--- config.mk ---
export PLATFORM = sky130hd
export DESIGN_NAME = corescore_uart_tx
export DESIGN_NICKNAME = d
export VERILOG_FILES = /design/src/rtl/corescore_uart_pkg.sv /design/src/rtl/corescore_uart_fifo.sv /design/src/rtl/corescore_uart_tx.sv
export SDC_FILE = /design/constraint.sdc
export NUM_CORES = 1
export LEC_CHECK = 0
export ABC_AREA = 1
export CORE_ASPECT_RATIO = 1.25
export CORE_MARGIN = 8
export CORE_UTILIZATION = 61
export DETAILED_ROUTE_END_ITERATION = 6
export PLACE_DENSITY = 0.78
export SETUP_SLACK_MARGIN = 0.15
export SYNTH_ARGS = -nofsm -noshare
export SYNTH_HDL_FRONTEND = slang
export SYNTH_HIERARCHICAL = 1
export SYNTH_SLANG_ARGS = --single-unit
--- constraint.sdc ---
create_clock -name i_clk -period 2.76 [get_ports i_clk]
set_clock_uncertainty 0.1 [all_clocks]
set_input_delay 0.69 -clock i_clk [delete_from_list [all_inputs] [get_ports i_clk]]
set_output_delay 0.69 -clock i_clk [all_outputs]
set_load 0.005 [all_outputs]
--- src/rtl/corescore_uart_pkg.sv ---
// Shared types and helpers for the CoreScore UART transmitter: FSM encoding,
// end-of-line byte constants and the bit-period rounding function.
package corescore_uart_pkg;

    typedef enum logic [2:0] {
        ST_IDLE   = 3'd0,
        ST_START  = 3'd1,
        ST_DATA   = 3'd2,
        ST_STOP   = 3'd3,
        ST_EOL_CR = 3'd4,
        ST_EOL_LF = 3'd5
    } uart_state_t;

    localparam logic [7:0] CR_BYTE = 8'h0D;
    localparam logic [7:0] LF_BYTE = 8'h0A;

    // Clock cycles per bit, rounded to the nearest integer.
    function automatic int unsigned uart_div(input int unsigned clk_freq,
                                             input int unsigned baud);
        return (clk_freq + baud / 2) / baud;
    endfunction

endpackage

--- src/rtl/corescore_uart_fifo.sv ---
// Synchronous FIFO, power-of-two depth, combinational read data at the head.
// Write is ignored when full, read ignored when empty; simultaneous rd/wr keeps count.
module corescore_uart_fifo #(
    parameter int WIDTH = 8,
    parameter int DEPTH = 16
) (
    input  logic             clk,
    input  logic             rst,
    input  logic             wr_vld,
    input  logic [WIDTH-1:0] wr_dat,
    input  logic             rd_vld,
    output logic [WIDTH-1:0] rd_dat,
    output logic             full,
    output logic             empty
);

    localparam int AW = (DEPTH > 1) ? $clog2(DEPTH) : 1;

    logic [WIDTH-1:0] mem [DEPTH];
    logic [AW-1:0]    wr_ptr;
    logic [AW-1:0]    rd_ptr;
    logic [AW:0]      count;
    logic             do_wr;
    logic             do_rd;

    assign do_wr  = wr_vld && !full;
    assign do_rd  = rd_vld && !empty;
    assign full   = (count == (AW + 1)'(DEPTH));
    assign empty  = (count == '0);
    assign rd_dat = mem[rd_ptr];

    always_ff @(posedge clk) begin
        if (rst) begin
            wr_ptr <= '0;
            rd_ptr <= '0;
            count  <= '0;
        end else begin
            if (do_wr) wr_ptr <= wr_ptr + 1'b1;
            if (do_rd) rd_ptr <= rd_ptr + 1'b1;
            case ({do_wr, do_rd})
                2'b10:   count <= count + 1'b1;
                2'b01:   count <= count - 1'b1;
                default: count <= count;
            endcase
        end
    end

    // Storage carries no reset; only the pointers define validity.
    always_ff @(posedge clk) begin
        if (do_wr) mem[wr_ptr] <= wr_dat;
    end

endmodule

--- src/rtl/corescore_uart_tx.sv ---
// Stream-to-UART 8N1 transmitter; byte accepted at edge N starts its frame after N+2,
// tready low only while FIFO is full or in reset. CORESCORE_UART_TX_EOL_EN appends CR/LF after tlast.
module corescore_uart_tx
    import corescore_uart_pkg::*;
#(
    parameter int unsigned CLK_FREQ   = 16000000,
    parameter int unsigned BAUD       = 57600,
    parameter int unsigned FIFO_DEPTH = 16
) (
    input  logic       i_clk,
    input  logic       i_rst,
    input  logic [7:0] i_tdata,
    input  logic       i_tlast,
    input  logic       i_tvalid,
    output logic       o_tready,
    output logic       o_uart_tx
);

    localparam int unsigned   DIV      = uart_div(CLK_FREQ, BAUD);
    localparam int            CW       = (DIV > 1) ? $clog2(DIV) : 1;
    localparam logic [CW-1:0] CNT_LOAD = CW'(DIV - 1);
`ifdef CORESCORE_UART_TX_EOL_EN
    localparam int FW = 9;
`else
    localparam int FW = 8;
`endif

    uart_state_t   state_q;
    uart_state_t   state_d;
    logic [CW-1:0] cnt_q;
    logic          cnt_done;
    logic [2:0]    bit_idx_q;
    logic [7:0]    shreg_q;
    logic          tx_q;
    logic          tx_d;
    logic          load_en;
    logic [7:0]    load_dat;

    logic [FW-1:0] fifo_wr_dat;
    logic [FW-1:0] fifo_rd_dat;
    logic          fifo_full;
    logic          fifo_empty;
    logic          fifo_pop;
    logic          accept;

    assign o_tready  = !fifo_full && !i_rst;
    assign accept    = i_tvalid && o_tready;
    assign o_uart_tx = tx_q;
    assign cnt_done  = (cnt_q == '0);

`ifdef CORESCORE_UART_TX_EOL_EN
    logic last_q;
    logic lf_pend_q;
    assign fifo_wr_dat = {i_tlast, i_tdata};
`else
    logic unused_tlast;
    assign unused_tlast = i_tlast;
    assign fifo_wr_dat  = i_tdata;
`endif

    corescore_uart_fifo #(
        .WIDTH (FW),
        .DEPTH (FIFO_DEPTH)
    ) u_fifo (
        .clk    (i_clk),
        .rst    (i_rst),
        .wr_vld (accept),
        .wr_dat (fifo_wr_dat),
        .rd_vld (fifo_pop),
        .rd_dat (fifo_rd_dat),
        .full   (fifo_full),
        .empty  (fifo_empty)
    );

    always_ff @(posedge i_clk) begin
        if (i_rst) state_q <= ST_IDLE;
        else       state_q <= state_d;
    end

    always_comb begin
        state_d  = state_q;
        fifo_pop = 1'b0;
        load_en  = 1'b0;
        load_dat = fifo_rd_dat[7:0];
        case (state_q)
            ST_IDLE: begin
                if (!fifo_empty) begin
                    fifo_pop = 1'b1;
                    load_en  = 1'b1;
                    state_d  = ST_START;
                end
            end
            ST_START, ST_EOL_CR, ST_EOL_LF: begin
                if (cnt_done) state_d = ST_DATA;
            end
            ST_DATA: begin
                if (cnt_done && bit_idx_q == 3'd7) state_d = ST_STOP;
            end
            ST_STOP: begin
                if (cnt_done) begin
`ifdef CORESCORE_UART_TX_EOL_EN
                    if (last_q) begin
                        load_en  = 1'b1;
                        load_dat = CR_BYTE;
                        state_d  = ST_EOL_CR;
                    end else if (lf_pend_q) begin
                        load_en  = 1'b1;
                        load_dat = LF_BYTE;
                        state_d  = ST_EOL_LF;
                    end else
`endif
                    if (!fifo_empty) begin
                        fifo_pop = 1'b1;
                        load_en  = 1'b1;
                        state_d  = ST_START;
                    end else begin
                        state_d  = ST_IDLE;
                    end
                end
            end
            default: state_d = ST_IDLE;
        endcase
    end

    // EOL states are start bits of the CR/LF frames, so they drive low too.
    always_comb begin
        tx_d = 1'b1;
        case (state_q)
            ST_START, ST_EOL_CR, ST_EOL_LF: tx_d = 1'b0;
            ST_DATA:                        tx_d = shreg_q[0];
            default:                        tx_d = 1'b1;
        endcase
    end

    always_ff @(posedge i_clk) begin
        if (i_rst) begin
            tx_q      <= 1'b1;
            cnt_q     <= '0;
            bit_idx_q <= '0;
            shreg_q   <= '0;
        end else begin
            tx_q <= tx_d;
            if (state_q == ST_IDLE || cnt_done) cnt_q <= CNT_LOAD;
            else                                cnt_q <= cnt_q - 1'b1;
            if (load_en)                              shreg_q <= load_dat;
            else if (state_q == ST_DATA && cnt_done) shreg_q <= shreg_q >> 1;
            if (state_q != ST_DATA) bit_idx_q <= '0;
            else if (cnt_done)      bit_idx_q <= bit_idx_q + 1'b1;
        end
    end

`ifdef CORESCORE_UART_TX_EOL_EN
    always_ff @(posedge i_clk) begin
        if (i_rst) begin
            last_q    <= 1'b0;
            lf_pend_q <= 1'b0;
        end else if (fifo_pop) begin
            last_q    <= fifo_rd_dat[8];
        end else if (state_q == ST_STOP && state_d == ST_EOL_CR) begin
            last_q    <= 1'b0;
            lf_pend_q <= 1'b1;
        end else if (state_q == ST_STOP && state_d == ST_EOL_LF) begin
            lf_pend_q <= 1'b0;
        end
    end
`endif

endmodule
# --- After elaboration in Yosys (flattened, before gate mapping) ---
# Memories as Yosys holds them, arrays and structs flattened. A register that Yosys moved wholly into a read port is not among the register bits.
# Cells that the tools add are included.
totals:
  n_memories: 1
  ram_bits: 128
  register_bits: 37
  word_cells: 67
  output_inout_bits: 2
op_classes:
  reduce_logical: 19
  eq_ne: 14
  muxes: 18
  add_sub_neg: 6
mem_list:
  columns: ["memory", "depth", "width", "read_ports", "rd_ports_with_merged_regs", "write_ports", "line", "source"]
  rows:
  - ["u_fifo.mem", 16, 8, 1, 1, 1, "corescore_uart_fifo.sv:19", "logic [WIDTH-1:0] mem [DEPTH];"]
ops:
  columns: ["cell", "n"]
  rows:
  - ["2-to-1 mux 8 bit", 2]
  - ["2-to-1 mux 3 bit", 4]
  - ["one-hot mux 3 bit (4 select lines)", 1]
  - ["one-hot mux 5 bit (2 select lines)", 1]
  - ["equality test 3 bit, second input constant", 3]
  - ["logical NOT 9 bit", 1]
  - ["2-to-1 mux 9 bit", 1]
  - ["subtractor 9 x 1 -> 9 bit, second input constant", 1]
  - ["adder 4 x 1 -> 4 bit, second input constant", 2]
  - ["2-to-1 mux 4 bit", 2]
  - ["inequality test 2 bit, second input constant", 4]
  - ["equality test 3 x 2 -> 1 bit, second input constant", 2]
  - ["logical AND 1 bit", 6]
  - ["adder 5 x 1 -> 5 bit, second input constant", 1]
  - ["equality test 5 bit, second input constant", 1]
  - ["logical NOT 5 bit", 1]
  - ["2-to-1 mux 1 bit", 5]
  - ["subtractor 5 x 1 -> 5 bit, second input constant", 1]
  - ["one-hot mux 1 bit (2 select lines)", 2]
  - ["AND reduction 4 bit", 1]
  - ["nonzero test 2 bit", 2]
  - ["OR reduction 2 bit", 2]
  - ["adder 3 x 1 -> 3 bit, second input constant", 1]
  - ["equality test 3 x 1 -> 1 bit, second input constant", 1]
  - ["7 further kinds", 9]

# --- Logic depth before layout (Yosys ltp) ---
# Gate-level depths: netlist (run 1).
logic_depth:
  depth_word: 7
  ltp_mapped: 21
  depth_no_buf: 21

# --- Hierarchy ---
# The synthesis (run 1) kept the hierarchy.
by_module_without_submodules:
  columns: ["mod", "cells_per_inst", "seq_area_each_um2", "area_per_inst_um2", "n_inst"]
  rows:
  - ["corescore_uart_fifo", 477, 4184.0, 6097.1, 1]
  - ["corescore_uart_tx", 180, 460.4, 1328.8, 1]

# --- Worst setup path before layout (run 1) ---
# Ideal clock, no wire load.
synth_timing:
  kind: "flip-flop to flip-flop"
  from: "reg u_fifo.count[1]"
  to: "reg u_fifo.count[4]"
  required_ps: 2551
  path_stages_with_launch: 21
  t_arrival_ps: 2263
  synth_period_minus_slack_ps: 2472
  path_slack_ps: 288
  path_cell_list: "dfxtp_1 > nor2_2 > nand3_2 > inv_1 > nor2_1 > nand3_4 > nand2_8 > nand2_8 > inv_2 > nand2_4 > inv_4 > ha_1 > xor2_1 > ha_1 > inv_1 > nand2_2 > nand2_1 > nand3_1 > nand3_1 > nand2_1 > inv_1"
synth_via:
  elab_chain_cells: 7
synth_lines:
  columns: ["item", "line", "source"]
  rows:
  - ["start: declaration", "corescore_uart_fifo.sv:22", "logic [AW:0] count;"]
  - ["start signal: assignment", "corescore_uart_fifo.sv:41", "2'b10: count <= count + 1'b1;"]
  - ["start signal: assignment", "corescore_uart_fifo.sv:42", "2'b01: count <= count - 1'b1;"]
  - ["start signal: assignment", "corescore_uart_fifo.sv:43", "default: count <= count;"]
  - ["logical NOT 5 bit *", "corescore_uart_fifo.sv:29", "assign empty = (count == '0);"]
  - ["via fifo_empty", "corescore_uart_tx.sv:42", "logic fifo_empty;"]
  - ["2-to-1 mux 1 bit *", "corescore_uart_tx.sv:87, corescore_uart_tx.sv:112", null]
  - ["2-to-1 mux 1 bit", "corescore_uart_tx.sv:100", "if (cnt_done) begin"]
  - ["one-hot mux 1 bit (2 select lines) *", "corescore_uart_tx.sv:85", "case (state_q)"]
  - ["via fifo_pop", "corescore_uart_tx.sv:43", "logic fifo_pop;"]
  - ["logical AND 1 bit *", "corescore_uart_fifo.sv:27", "assign do_rd = rd_vld && !empty;"]
  - ["via u_fifo.do_rd", "corescore_uart_fifo.sv:24", "logic do_rd;"]
  - ["equality test 2 x 1 -> 1 bit or equality test 2 bit (tied branches)", "corescore_uart_fifo.sv:40", "case ({do_wr, do_rd})"]
  - ["one-hot mux 5 bit (2 select lines) or nonzero test 2 bit (tied branches)", null, null]
# Mark *: on every way through the listed nets, which the timed path passes. The rest lies on a longest branch.
# A chain may end at the register's enable or synchronous reset.

# --- Worst setup path in the final report (run 1) ---
layout_timing:
  from: "reg u_fifo.count[3]"
  to: "reg u_fifo.count[4]"
# The elaborated chain is that of the path after synthesis.

==> results of run 1 <==
what timing repair did:
action | 4_1_cts | 5_1_grt
setup buffers | 0 | 3
pin swaps | 0 | 2
endpoints found under the setup margin | 4 | 3
gates resized for setup | 7 | 13
per-stage QoR:
| step | area, um^2 | total power (uW) | util [%] | instances | TNS (ns) |
|---|---|---|---|---|---|
| floorplan | 7430 | 4880 | - | 657 | 0 |
| global placement | 7870 | 5310 | 65.6 | 838 | -0.0260 |
| detailed placement | 7870 | 5410 | 65.6 | 838 | -0.134 |
| CTS | 8460 | 7700 | 70.5 | 870 | 0 |
| global route | 8530 | 8220 | 71.1 | 873 | 0 |
| finish | 8530 | 7790 | 71.1 | 873 | 0 |
cell usage in the layout (no fill, tap or decap), types with 9 or more instances in the layout:
cell type	count
nor2_1	39
ha_1	13
mux2i_1	32
dfxtp_1	37
buf_4	33
inv_2	18
nand3_1	41
clkdlybuf4s50_1	11
nand2_2	9
nor3b_1	9
a21oi_1	48
o211ai_1	32
clkbuf_16	17
edfxtp_1	128
inv_1	70
o21ai_0	43
nand2_1	53
worst max-delay path: cells and delay by family (launching register included):
kind | cells | cell delay, ns
AND/OR/NAND/NOR | 11 | 1.04
flip-flops | 1 | 0.40
adder cells (fa/ha/maj) | 2 | 0.35
buffers and inverters | 5 | 0.30
XOR/XNOR | 1 | 0.16
flip-flops by register name, indices dropped and copies added, names as in the netlist, named ones only:
signal         count
u_fifo/mem       128
cnt_q              9
shreg_q            8
u_fifo/count       5
u_fifo/rd_ptr      4
u_fifo/wr_ptr      4
bit_idx_q          3
state_q            2
o_uart_tx          1
power by group:
group          internal, uW  switching [uW]  total (uW)  leakage [uW]
Combinational           993            1420        2420       0.00141
Clock                  1260             997        2260      0.000272
Sequential             2900             219        3110       0.00148
Total                  5150            2640        7790       0.00316
path summary, 6_finish.rpt:
| kind | cells after the start | start | slack, ns | to |
|---|---|---|---|---|
| worst max-delay path | 19 | u_fifo/count[3]$_SDFFE_PP0P_ | 0.31 | u_fifo/count[4]$_SDFFE_PP0P_ |
| worst min-delay path | 2 | shreg_q[7]$_SDFFE_PP0P_ | 0.38 | shreg_q[7]$_SDFFE_PP0P_ |
| worst max register to register | 19 | u_fifo/count[3]$_SDFFE_PP0P_ | 0.31 | u_fifo/count[4]$_SDFFE_PP0P_ |
| worst min register to register | 2 | shreg_q[7]$_SDFFE_PP0P_ | 0.38 | shreg_q[7]$_SDFFE_PP0P_ |
cell families (layout without fill, tap and decap cells):
family,Yosys count,in the layout,synth area share [%]
AOI/OAI and AO/OA,139,139,10.8
xor gates and xnor gates,6,6,0.708
adders and majority gates,16,16,2.70
buffers and inverters,118,170,6.49
DFF,168,168,62.5
muxes,32,32,4.31
and+or+nand+nor,178,178,12.4
metal layers:
layer	wire, um	global-route usage (%)
met1	5880	22.7
met2	7750	32.1
met3	755	3.94
met4	221	7.59
met5	0	0
cell type report:
cell class	count	area share (%)
clock inverters	14	1.58
multi-input cells	371	27.8
inverters	92	4.11
flip-flops and latches	168	54.5
repair buffers	46	4.53
clock buffers	18	5.03
well taps	164	2.41
==> summary.md, run 1 <==
| Metric | Value |
|---|---|
| Post-route DRC | `0` |
| CORE AREA | `12000 um^2` |
| ANT cells | `0` |
| Final WL | `14600 um` |
| Layout Nets | `a little over 700` |
| Req. time, crit path | `approximately 3.0 ns` |
| Clk buf depth | `2` |
| Syn-to-layout area delta | `14.9%` |
| Cts bufs inserted | `17` |
| Status | `completed` |
| Vias | `between 4000 and 5000` |
| Crit-path slowest cell | `dfxtp_1` |
| Min-delay worst type | `flip-flop to flip-flop` |
| DRT Pass-1 Iters | `4` |
| Asr flop ratio synth | `0%` |
| ANT nets after route | `0` |
| CP Launch Type | `flip-flop` |
| Sequential share of the synthesized area | `62.5%` |
| Yosys warnings | `6` |
| Worst Setup End Kind | `flip-flop` |
| Die area | `16000 um^2` |
| Final period utilization | `approximately nine tenths` |
| Worst stage delay on the critical path | `0.40 ns` |
| PwrDens | `913 nW/um^2` |
| Worst EP arrival | `2.66 ns` |
| Fraction of layout cells with a size suffix above 1 | `16.9%` |
| Fillers | `806` |
| Rel. slew slack | `between 50 and 60%` |
| Netlist cell types | `40` |
| Fin crit period | `2.45 ns` |
| Number of H-tree levels | `4` |
| # setup viols final | `0` |
| Num Clock Sinks | `168` |
| Avg Cell Area, Syn | `11.3 um^2` |
| Post-DP HPWL | `9420 um` |
| Synth Flop Type | `edfxtp_1` |
| DP Worst Slack | `-0.0619 ns` |
| EDFF count, synth | `128` |
| Post-Syn Area | `7430 um^2` |
| Vias in the first global route | `4780` |
| Hold-fix buffers, CTS | `0` |
| Share of the synthesized area in the top cell type | `approximately half` |
| Area leader, netlist | `edfxtp_1` |
| Die X-Extent | `between 100 and 150 um` |
| Peak VDD IR | `roughly 470 uV` |
| # rows | `45` |
| GP Congestion | `0.839` |
| Post-route setup slack | `~0.31 ns` |
| Yosys reg bits | `168` |
| Final global-route overflow total | `0` |
| Die Span Y | `139 um` |
| Register area | `4650 um^2` |
| Skew-Pair Late Insertion Delay | `0.42 ns` |
| Clk slew on worst S/H paths | `0.06 ns` |
| Drt initial violations | `328` |
| Worst Max-Slew Pin Slew | `0.640 ns` |
| Initial antenna violation count | `0` |
| Post-synthesis cell count | `about 660` |
| Vias per cell | `5.62` |
| Max-cap viol count | `0` |
| Leak pwr | `0.00316 uW` |
| Global-route wire length before repair | `23600 um` |
| Final hold violation count | `0` |
| Starting density of the core | `61.9%` |
| WL/cell | `16.7 um` |
| Port bufs | `12` |
| RSZ-0062 raised after global routing | `no` |
| Cells along the critical path | `nor2_4, nand3_2, inv_2, or2_4, nand2_8, nand2_8, inv_2, nand2_4, inv_4, ha_4, xor2_4, ha_1, inv_1, nand2_2, nand2_1, nand3_1, nand3_1, nand2_1, inv_1` |
| Worst-path maximum fanout | `8` |
| Total track usage | `18.9%` |
| Min Hold Slack | `about 0.38 ns` |
| Fmax | `approximately 410 MHz` |
| Most frequent cells after synthesis | `128 x edfxtp_1, 74 x inv_1, 53 x nand2_1` |
| Most common cell in the netlist | `edfxtp_1` |
| Clock root buffer | `clkbuf_16` |
| Critical path class | `flip-flop to flip-flop` |
| I/O pins | `14` |
| Final slew viol count | `0` |
| Top cells by area, synth | `edfxtp_1 52%, dfxtp_1 11%, mux2i_1 4.3%` |
| TritonCTS clock tree | `done` |
| Largest net degree at the start of global routing | `46` |
| Syn_nets | `685` |
| Area occupied by multi-input gates | `2370 um^2` |
(Power assumes the default switching activity.)
==> inputs of run 2 (changes only) <==
Settings changed: CORE_MARGIN 8 to 4.
==> run 2 against run 1 <==
  * First-iteration DRC count is 21% higher
  * Clock-buffer cell count increased by 5
  * Total power is 0.12% lower
  * Register-to-register slack got worse by 0.03 ns
  * Non-clock buffer count rose by 4
  * Setup slack lost 0.063 ns
  * Utilization is 1.4 points higher
  * Flip-flop and latch count unchanged
  * Die area down 12%
  * Critical path type is now input port to flip-flop
  * Critical endpoint unchanged
==> summary.md, run 2 (synthesized netlist as in run 1, its figures left out) <==
| Metric | Value |
|---|---|
| Die area | `14000 um^2 (-12%)` |
| Die Span Y | `131 um (-5.7%)` |
| Final slew viol count | `0 (unchanged)` |
| Cells along the critical path | `clkdlybuf4s50_1, nor3b_1, buf_4, nand2_4, ha_4, xor2_2, ha_2, inv_1, nand2_2, nand2_1, nand2_1, nand2_1, nand3_1, nand2_1, inv_1` |
| Most used cell, CP | `nand2_1` |
| Min-delay worst type | `flip-flop to flip-flop` |
| Largest net degree at the start of global routing | `52 (+13%)` |
| Design area | `8550 um^2 (+0.18%)` |
| Clock root buffer | `clkbuf_16` |
| Global-route wire length before repair | `25600 um (+8.8%)` |
| Post-route DRC | `0 (unchanged)` |
| Post-DP HPWL | `10000 um (+6.3%)` |
| PwrDens | `911 nW/um^2 (-0.30%)` |
| Post-layout util | `72.5% (+1.4 points)` |
| Leak pwr | `0.00319 uW (+0.73%)` |
| Status | `completed` |
| Dpl cell area | `7860 um^2 (-0.14%)` |
| Final global-route overflow total | `0 (unchanged)` |
| Commonest non-fill, non-tap cell in the layout | `edfxtp_1` |
| Final hold violation count | `0 (unchanged)` |
| Num Clock Sinks | `168 (unchanged)` |
| Worst stage delay on the critical path | `0.46 ns (+0.06 ns)` |
| Initial antenna violation count | `0 (unchanged)` |
| Most frequent cells in the layout | `128 x edfxtp_1, 70 x inv_1, 53 x nand2_1` |
| Port bufs | `12 (unchanged)` |
| Worst Setup End Kind | `flip-flop` |
| RSZ-0062 raised after global routing | `no` |
| TritonCTS clock tree | `done` |
| Drt initial violations | `397 (+21%)` |
| Rel. slew slack | `32.0% (-25 points)` |
| ANT cells | `0 (unchanged)` |
| # rows | `44 (-2.2%)` |
| Vias per cell | `5.82 (+3.5%)` |
| Starting density of the core | `63.0% (+1.1 points)` |
| CORE AREA | `11800 um^2 (-1.8%)` |
| Skew-Pair Late Insertion Delay | `0.41 ns (about the same)` |
| Final WL | `15900 um (+9.0%)` |
| Peak VDD IR | `555 uV (+18%)` |
| Critical path class | `input port to flip-flop` |
| CP Launch Type | `input port` |
| GP Congestion | `0.873 (+4.0%)` |
| Fraction of layout cells with a size suffix above 1 | `18.4% (+1.4 points)` |
| Total track usage | `23.5% (+4.6 points)` |
| Crit-path slowest cell | `clkdlybuf4s50_1` |
| Fin crit period | `2.51 ns (+0.0629 ns)` |
| ANT nets after route | `0 (unchanged)` |
| # setup viols final | `0 (unchanged)` |
| Worst EP arrival | `2.72 ns (+0.06 ns)` |
| Die X-Extent | `107 um (-7.0%)` |
| Max-cap viol count | `0 (unchanged)` |
| Cts bufs inserted | `17 (unchanged)` |
| Final period utilization | `90.9% (+2.3 points)` |
| Max FFs per register | `128 (unchanged)` |
| DRT Pass-1 Iters | `5 (+1)` |
| Fmax | `399 MHz (-2.5%)` |
| Top flop regs | `u_fifo/mem (128), cnt_q (9), shreg_q (8)` |
| Clk buf depth | `2 (unchanged)` |
| Syn-to-layout area delta | `15.1%` |
| WL/cell | `18.2 um (+8.9%)` |
| Reg with most FFs | `u_fifo/mem` |
| Number of H-tree levels | `4 (unchanged)` |
| Vias | `5084 (+3.6%)` |
| Vias in the first global route | `5229 (+9.4%)` |
| Worst Path Buf+Inv | `4 (-1)` |
| I/O pins | `14 (unchanged)` |
| Critical path's top delay family | `buffers and inverters` |
| Worst Max-Slew Pin Slew | `1.02 ns (+0.379 ns)` |
| Total power | `7780 uW (-0.12%)` |
| Clk slew on worst S/H paths | `0.06 ns (about the same)` |
| Layout Nets | `728 (+0.55%)` |
| Hold-fix buffers, CTS | `0 (unchanged)` |
| Req. time, crit path | `2.97 ns (about the same)` |
| Worst-path maximum fanout | `4 (-4)` |
==> run 2: what timing repair did <==
action | in CTS | in global routing
pin swaps | 0 | 7
setup buffers | 0 | 8
endpoints found under the setup margin | 5 | 3
gates resized for setup | 8 | 20
gates cloned | 0 | 0
endpoints found under the hold margin | 0 | 0
==> run 2: path summary, 6_finish.rpt <==
check / endpoint / cells after the start / slack, ns / start
setup / recovery: u_fifo/count[4]$_SDFFE_PP0P_ / 15 / 0.25 / i_rst
hold / removal: cnt_q[7]$_SDFF_PP0_ / 2 / 0.38 / cnt_q[7]$_SDFF_PP0_
setup reg to reg: u_fifo/count[4]$_SDFFE_PP0P_ / 19 / 0.28 / state_q[0]$_SDFFE_PP0P_
hold reg to reg: cnt_q[7]$_SDFF_PP0_ / 2 / 0.38 / cnt_q[7]$_SDFF_PP0_
==> run 2: stage by stage <==
step,hold WS (ns),TNS [ns],instances,worst slack (ns)
6_report,0.383,0,874,0.251
5_1_grt,0.414,0,874,0.130
4_1_cts,0.383,0,866,0.145
3_5_place_dp,0.374,-0.298,834,-0.128
3_3_place_gp,0.360,-0.0486,834,-0.0377
2_1_floorplan,0.333,0,657,0.288
==> run 2: layout make-up <==
cell class / instances / area (um^2)
inverters: 92 / 353
fillers: 785 / 3240
multi-input cells: 371 / 2370
flip-flops and latches: 168 / 4660
well taps: 161 / 201
clock inverters: 9 / 68.8
clock buffers: 23 / 474
repair buffers: 50 / 417
==> run 2: worst reg2reg max path, cell delays in order (launching register included) <==
cell and delay, ns:
dfxtp_2 0.34, inv_2 0.09, ha_4 0.15, inv_2 0.04, or2_4 0.24, nand2_8 0.09, nand2_8 0.05, inv_2 0.07
nand2_4 0.08, inv_4 0.07, ha_4 0.17, xor2_2 0.18, ha_2 0.20, inv_1 0.05, nand2_2 0.08, nand2_1 0.08
nand3_1 0.09, nand3_1 0.08, nand2_1 0.08, inv_1 0.04
==> run 2: per-layer routing <==
metal / share of wire (%) / routed length, um / global-route usage (%) / up-vias
met5: 0 / 0 / 0 / -
met4: 3.5 / 553 / 12.2 / 0
met3: 5.0 / 796 / 3.83 / 40
met2: 54 / 8620 / 41.2 / 181
met1: 37 / 5960 / 27.7 / 2483
li1: - / - / - / 2380
==> run 2: report_power, final <==
group          switching (uW)  total (uW)  leakage [uW]  internal [uW]
Sequential                237        3140       0.00148           2900
Combinational            1470        2490       0.00143           1020
Clock                     927        2150      0.000275           1220
Total                    2640        7780       0.00319           5150
==> inputs of run 3 (changes only) <==
Settings changed: CORE_MARGIN 4 to 8.
==> results of run 3 <==
Same layout as run 1: the final DEF is identical, and so are final timing and power.
